[config.mk]
export PLATFORM = sky130hd
export DESIGN_NAME = gate_unit_arbiter
export DESIGN_NICKNAME = d
export VERILOG_FILES = /design/src/rtl/gate_unit_arbiter.sv
export SDC_FILE = /design/constraint.sdc
export NUM_CORES = 1
export LEC_CHECK = 0
export ABC_AREA = 1
export CAP_MARGIN = 40
export CORE_ASPECT_RATIO = 0.9
export CORE_UTILIZATION = 43
export DETAILED_ROUTE_END_ITERATION = 16
export PLACE_DENSITY = 0.77
export SYNTH_ARGS = -nofsm -noshare
export SYNTH_HDL_FRONTEND = slang
export SYNTH_SLANG_ARGS = --single-unit
[constraint.sdc]
create_clock -name clk -period 4.2 [get_ports clk]
set_input_delay 0.84 -clock clk [delete_from_list [all_inputs] [get_ports clk]]
set_output_delay 0.84 -clock clk [all_outputs]
set_load 0.02 [all_outputs]
[src/rtl/gate_unit_arbiter.sv]
`default_nettype none
// ============================================================================
// Module   : gate_unit_arbiter
// Purpose  : Round-robin arbiter that shares one WIDTH-bit basic-gate unit
//            (NOT/AND/OR/XOR/NOR/NAND) among N requesters. The result of
//            each accepted request is held in a one-deep registered
//            response slot.
// Ports    : clk, rst            - clock, asynchronous active-high reset
//            req_valid/req_ready - per-requester handshake (ready is one-hot)
//            req_op/req_a/req_b  - packed per-requester opcode and operands
//            rsp_valid/rsp_ready - response slot handshake
//            rsp_id/rsp_y/rsp_err- response requester index, result, error
//            txn_cnt             - wrapping count of accepted requests
// Revision : 1.0 - initial release
// ============================================================================
module gate_unit_arbiter #(
  parameter int N     = 4,
  parameter int WIDTH = 8,
  parameter int ID_W  = 2,
  parameter int CNT_W = 16
) (
  input  logic                 clk,
  input  logic                 rst,
  input  logic [N-1:0]         req_valid,
  output logic [N-1:0]         req_ready,
  input  logic [3*N-1:0]       req_op,
  input  logic [WIDTH*N-1:0]   req_a,
  input  logic [WIDTH*N-1:0]   req_b,
  output logic                 rsp_valid,
  input  logic                 rsp_ready,
  output logic [ID_W-1:0]      rsp_id,
  output logic [WIDTH-1:0]     rsp_y,
  output logic                 rsp_err,
  output logic [CNT_W-1:0]     txn_cnt
);

  localparam logic [ID_W:0]   c_n        = (ID_W+1)'(N);
  localparam logic [ID_W-1:0] c_last_idx = ID_W'(N-1);

  localparam logic [2:0] c_op_not  = 3'd0;
  localparam logic [2:0] c_op_and  = 3'd1;
  localparam logic [2:0] c_op_or   = 3'd2;
  localparam logic [2:0] c_op_xor  = 3'd3;
  localparam logic [2:0] c_op_nor  = 3'd4;
  localparam logic [2:0] c_op_nand = 3'd5;

  logic [ID_W-1:0]  r_ptr;
  logic             r_rsp_valid;
  logic [ID_W-1:0]  r_rsp_id;
  logic [WIDTH-1:0] r_rsp_y;
  logic             r_rsp_err;
  logic [CNT_W-1:0] r_txn_cnt;

  logic             w_slot_free;
  logic [2*N-1:0]   w_dbl;
  logic [N-1:0]     w_rot;
  logic             w_found;
  logic [ID_W-1:0]  w_off;
  logic [ID_W:0]    w_sum;
  logic [ID_W-1:0]  w_gnt_idx;
  logic             w_accept;
  logic [2:0]       w_op;
  logic [WIDTH-1:0] w_a;
  logic [WIDTH-1:0] w_b;
  logic [WIDTH-1:0] w_y;
  logic             w_err;

  assign w_slot_free = !r_rsp_valid || rsp_ready;

  // Rotate the request vector so the pointer position lands at bit 0; the
  // first set bit of the rotated vector is then the round-robin winner.
  assign w_dbl = {req_valid, req_valid};
  assign w_rot = N'(w_dbl >> r_ptr);

  always_comb begin
    w_found = 1'b0;
    w_off   = '0;
    for (int k = 0; k < N; k++) begin
      if (!w_found && w_rot[k]) begin
        w_found = 1'b1;
        w_off   = ID_W'(k);
      end
    end
  end

  // Map the rotated offset back to an absolute index, modulo N.
  always_comb begin
    w_sum = {1'b0, r_ptr} + {1'b0, w_off};
    if (w_sum >= c_n) begin
      w_sum = w_sum - c_n;
    end
    w_gnt_idx = w_sum[ID_W-1:0];
  end

  // Nothing is accepted while reset is held, even if requests are pending.
  assign w_accept = w_slot_free && w_found && !rst;

  always_comb begin
    for (int i = 0; i < N; i++) begin
      req_ready[i] = w_accept && (w_gnt_idx == ID_W'(i));
    end
  end

  // Operand mux for the granted requester.
  always_comb begin
    w_op = '0;
    w_a  = '0;
    w_b  = '0;
    for (int i = 0; i < N; i++) begin
      if (w_gnt_idx == ID_W'(i)) begin
        w_op = req_op[3*i +: 3];
        w_a  = req_a[WIDTH*i +: WIDTH];
        w_b  = req_b[WIDTH*i +: WIDTH];
      end
    end
  end

  // Shared gate datapath; opcodes 6 and 7 yield zero with the error flag.
  always_comb begin
    w_y   = '0;
    w_err = 1'b0;
    case (w_op)
      c_op_not:  w_y = ~w_a;
      c_op_and:  w_y = w_a & w_b;
      c_op_or:   w_y = w_a | w_b;
      c_op_xor:  w_y = w_a ^ w_b;
      c_op_nor:  w_y = ~(w_a | w_b);
      c_op_nand: w_y = ~(w_a & w_b);
      default:   w_err = 1'b1;
    endcase
  end

  always_ff @(posedge clk or posedge rst) begin
    if (rst) begin
      r_ptr       <= '0;
      r_rsp_valid <= 1'b0;
      r_rsp_id    <= '0;
      r_rsp_y     <= '0;
      r_rsp_err   <= 1'b0;
      r_txn_cnt   <= '0;
    end else if (w_accept) begin
      // A new accept overwrites the slot even if it is draining this cycle.
      r_rsp_valid <= 1'b1;
      r_rsp_id    <= w_gnt_idx;
      r_rsp_y     <= w_y;
      r_rsp_err   <= w_err;
      r_txn_cnt   <= r_txn_cnt + 1'b1;
      r_ptr       <= (w_gnt_idx == c_last_idx) ? '0 : w_gnt_idx + 1'b1;
    end else if (rsp_ready) begin
      // Drain only clears valid; payload keeps its last value.
      r_rsp_valid <= 1'b0;
    end
  end

  assign rsp_valid = r_rsp_valid;
  assign rsp_id    = r_rsp_id;
  assign rsp_y     = r_rsp_y;
  assign rsp_err   = r_rsp_err;
  assign txn_cnt   = r_txn_cnt;

endmodule
`default_nettype wire

==> out/qor.txt <==
Status: complete, no violations
Hold path depth: 1
CP max stage delay: 0.43 ns
CTS Root Cell: clkbuf_8
Die area: 7825 um^2
Ant diodes: 0
Crit. End Element: output port
Largest net degree at the start of global routing: 32
Synth Flop Type: dfrtp_1
Cells after Synth: 533
DR WL/cell: 12.77 um
TritonCTS clock tree: done
Via Count: 3,840
PortBufs: 114
Largest area contributor in the netlist: dfrtp_1
Post-route cell area: 4634 um^2
EDFF count, synth: 0
Top cell by count, worst path: nand2_1
Antenna violations before repair: 0
First-pass GRT wire length: 15,570 um
HPWL Detailed: 7491 um
Final wirelength: 9550 um
CP Cell Sequence: clkdlybuf4s50_1 > nand2_1 > nand2_1 > o21ai_0 > nand2_1 > o22ai_1 > ha_1 > xnor2_1 > xor2_1 > buf_4 > ha_1 > inv_2 > nor2_1 > clkbuf_2
Final hold vios: 0
Slowest stage cell, crit path: clkdlybuf4s50_1
Fin. max-slew vios: 0
Placed cell areas: 4514 um^2
Clk sink count: 30
Period Utilization, post-route: 95.41%
Die W: 93.14 um
Synth top area share: 23.36%
Post-Syn Area: 3214 um^2
Most numerous cell in the Yosys netlist: nand2_1
Yosys cell types: 29
Placed cell count: 738
Non-Filler Instances: 748
Rows: 29
Worst reg2reg startpoint: r_ptr[0]
TNS Setup: 0 ns
Yosys reg bits: 30
Crit-path max FO: 3
Area contributors post-synth: dfrtp_1 23%, nand2_1 21%, ha_1 8.6%, inv_1 8.3%, nand3_1 7.2%
Final nets: 759
Seq/Total Area, Yosys: 23.36%
GP Congestion: 0.8682
Synth Area per Inst: 6.031 um^2
GRT Total Usage: 24.28%
DRT iter0 DRCs: 203
IO Pins: 115
TritonCTS Buffers: 5
Asr flop ratio synth: 100.0%
H-tree levels: 2
DRT antenna net count: 0
Max Cap Violations: 0
Most common library cells after synthesis: 177 x nand2_1, 71 x inv_1, 46 x nand3_1
Final Skew: 0.005880 ns
CP required: 3.36 ns
Clk slew on worst S/H paths: 0.06 ns
Reg-to-Reg End: rsp_y[0]
Period minus WS final: 4.007 ns
Total grt overflow: 0
Vias per std cell: 5.134
Hold Crit Class: reg -> reg
Fraction of layout cells with a size suffix above 1: 8.397%
Crit path DAT: 3.17 ns
Critical path class: in -> out
Hold Buf Count CTS: 0
Initial Utilization: 44.97%
Post-Place Setup Slack: -0.2613 ns
Tightest Pin Transition: 0.4203 ns
CP startpoint kind: input port
Mapped Nets: 638
Initial DRT Pass Iterations: 5
Syn. warnings: 0
Worst hold start: txn_cnt[3]
Core ar.: 7148 um^2
Slew HR: 71.77%
Hold Path End: txn_cnt[3]
Drt drc: 0
Reg2Reg Depth: 22
Number of global-route vias before repair: 3,613
Clk_lat worst skew: 0.28 ns
Number of buffers on the longest clock path: 2
Final WS setup: 0.1929 ns
Top achievable clock speed: 249.6 MHz
Final setup fails: 0
Area Overhead vs Synth: 44.18%
R2R setup slack: 0.69 ns
Die Ht: 84.02 um
==> sequential cells by signal, summed over array words and instances, names as in the netlist <==
register and flops:
rsp_err 1, rsp_y 8, txn_cnt 16, rsp_id 2, rsp_valid 1, r_ptr 2
==> area by class of cell <==
cell class / instances / area, um^2
Clock buffer: 7 / 86.33
Clock inverter: 1 / 5.005
Fill cell: 677 / 2514
Inverter: 75 / 281.5
Multi-Input combinational cell: 403 / 2069
Sequential cell: 30 / 750.7
Tap cell: 93 / 116.4
Timing Repair Buffer: 139 / 1325
==> worst max path at each step <==
stage | start | end | slack [ns]
floorplan | req_valid[1] | rsp_y[0] | 0.33
global placement | req_valid[0] | req_ready[2] | -0.18
detailed placement | req_valid[0] | rsp_y[0] | -0.26
CTS | req_valid[0] | req_ready[2] | 0.02
global route | req_valid[3] | rsp_y[7] | -0.02
finish | req_valid[1] | req_ready[2] | 0.19
==> per-layer routing <==
layer	vias up	global-route usage (%)	share of wire, %
met1	1787	31.00	44
met3	12	3.279	4.5
met4	0	6.573	1.4
met2	105	42.51	50
li1	1936	-	-
met5	-	0	0
==> repair_timing <==
| action | in CTS | in global routing |
|---|---|---|
| resized for setup | 6 | 28 |
| pin swaps | 1 | 3 |
| setup buffers | 1 | 1 |
| setup endpoints to repair | 4 | 12 |
==> cells by family (layout without fill, tap and decap cells) <==
kind of cell,count (synthesis),after routing,synth area share [%]
flip-flops,30,30,23.36
AO/OA/AOI/OAI,73,73,12.03
adder cells (fa/ha/maj),22,22,8.564
buffers and inverters,100,222,13.20
XOR/XNOR,12,12,3.270
AND/OR/NAND/NOR,296,296,39.59
==> critical path: cells and delay by family <==
kind                       cells  cell delay, ns
adders and majority gates      2            0.35
xor gates and xnor gates       2            0.40
buffers and inverters          4            0.84
AOI/OAI and AO/OA              2            0.40
and+or+nand+nor                4            0.34
==> cells in the final DEF (no fill, tap or decap), drive strengths merged <==
cell	netlist	final
nand2	179	179
clkdlybuf4s50	0	110
inv	75	75
nand3	47	47
nor2	38	38
o21ai	35	35
dfrtp	30	30
a21oi	29	29
buf	23	25
ha	22	22
nand4	20	20
clkbuf	2	11
o21a	8	8
xor2	7	7
nor3	5	5
xnor2	5	5
nor4	3	3
or2	3	3
o22ai	1	1
nand3b	1	1
clkinv	0	1
==> per-stage QoR <==
step / utilization, % / hold slack (ns)
floorplan: - / 0.5873
global placement: 63.15 / 0.4705
detailed placement: 63.15 / 0.4826
CTS: 64.47 / 0.4978
global route: 64.83 / 0.5159
finish: 64.83 / 0.4941
Power is left out: the tool's default activity adds up to more than one toggle a clock period on the data nets, which glitch-free logic cannot reach.
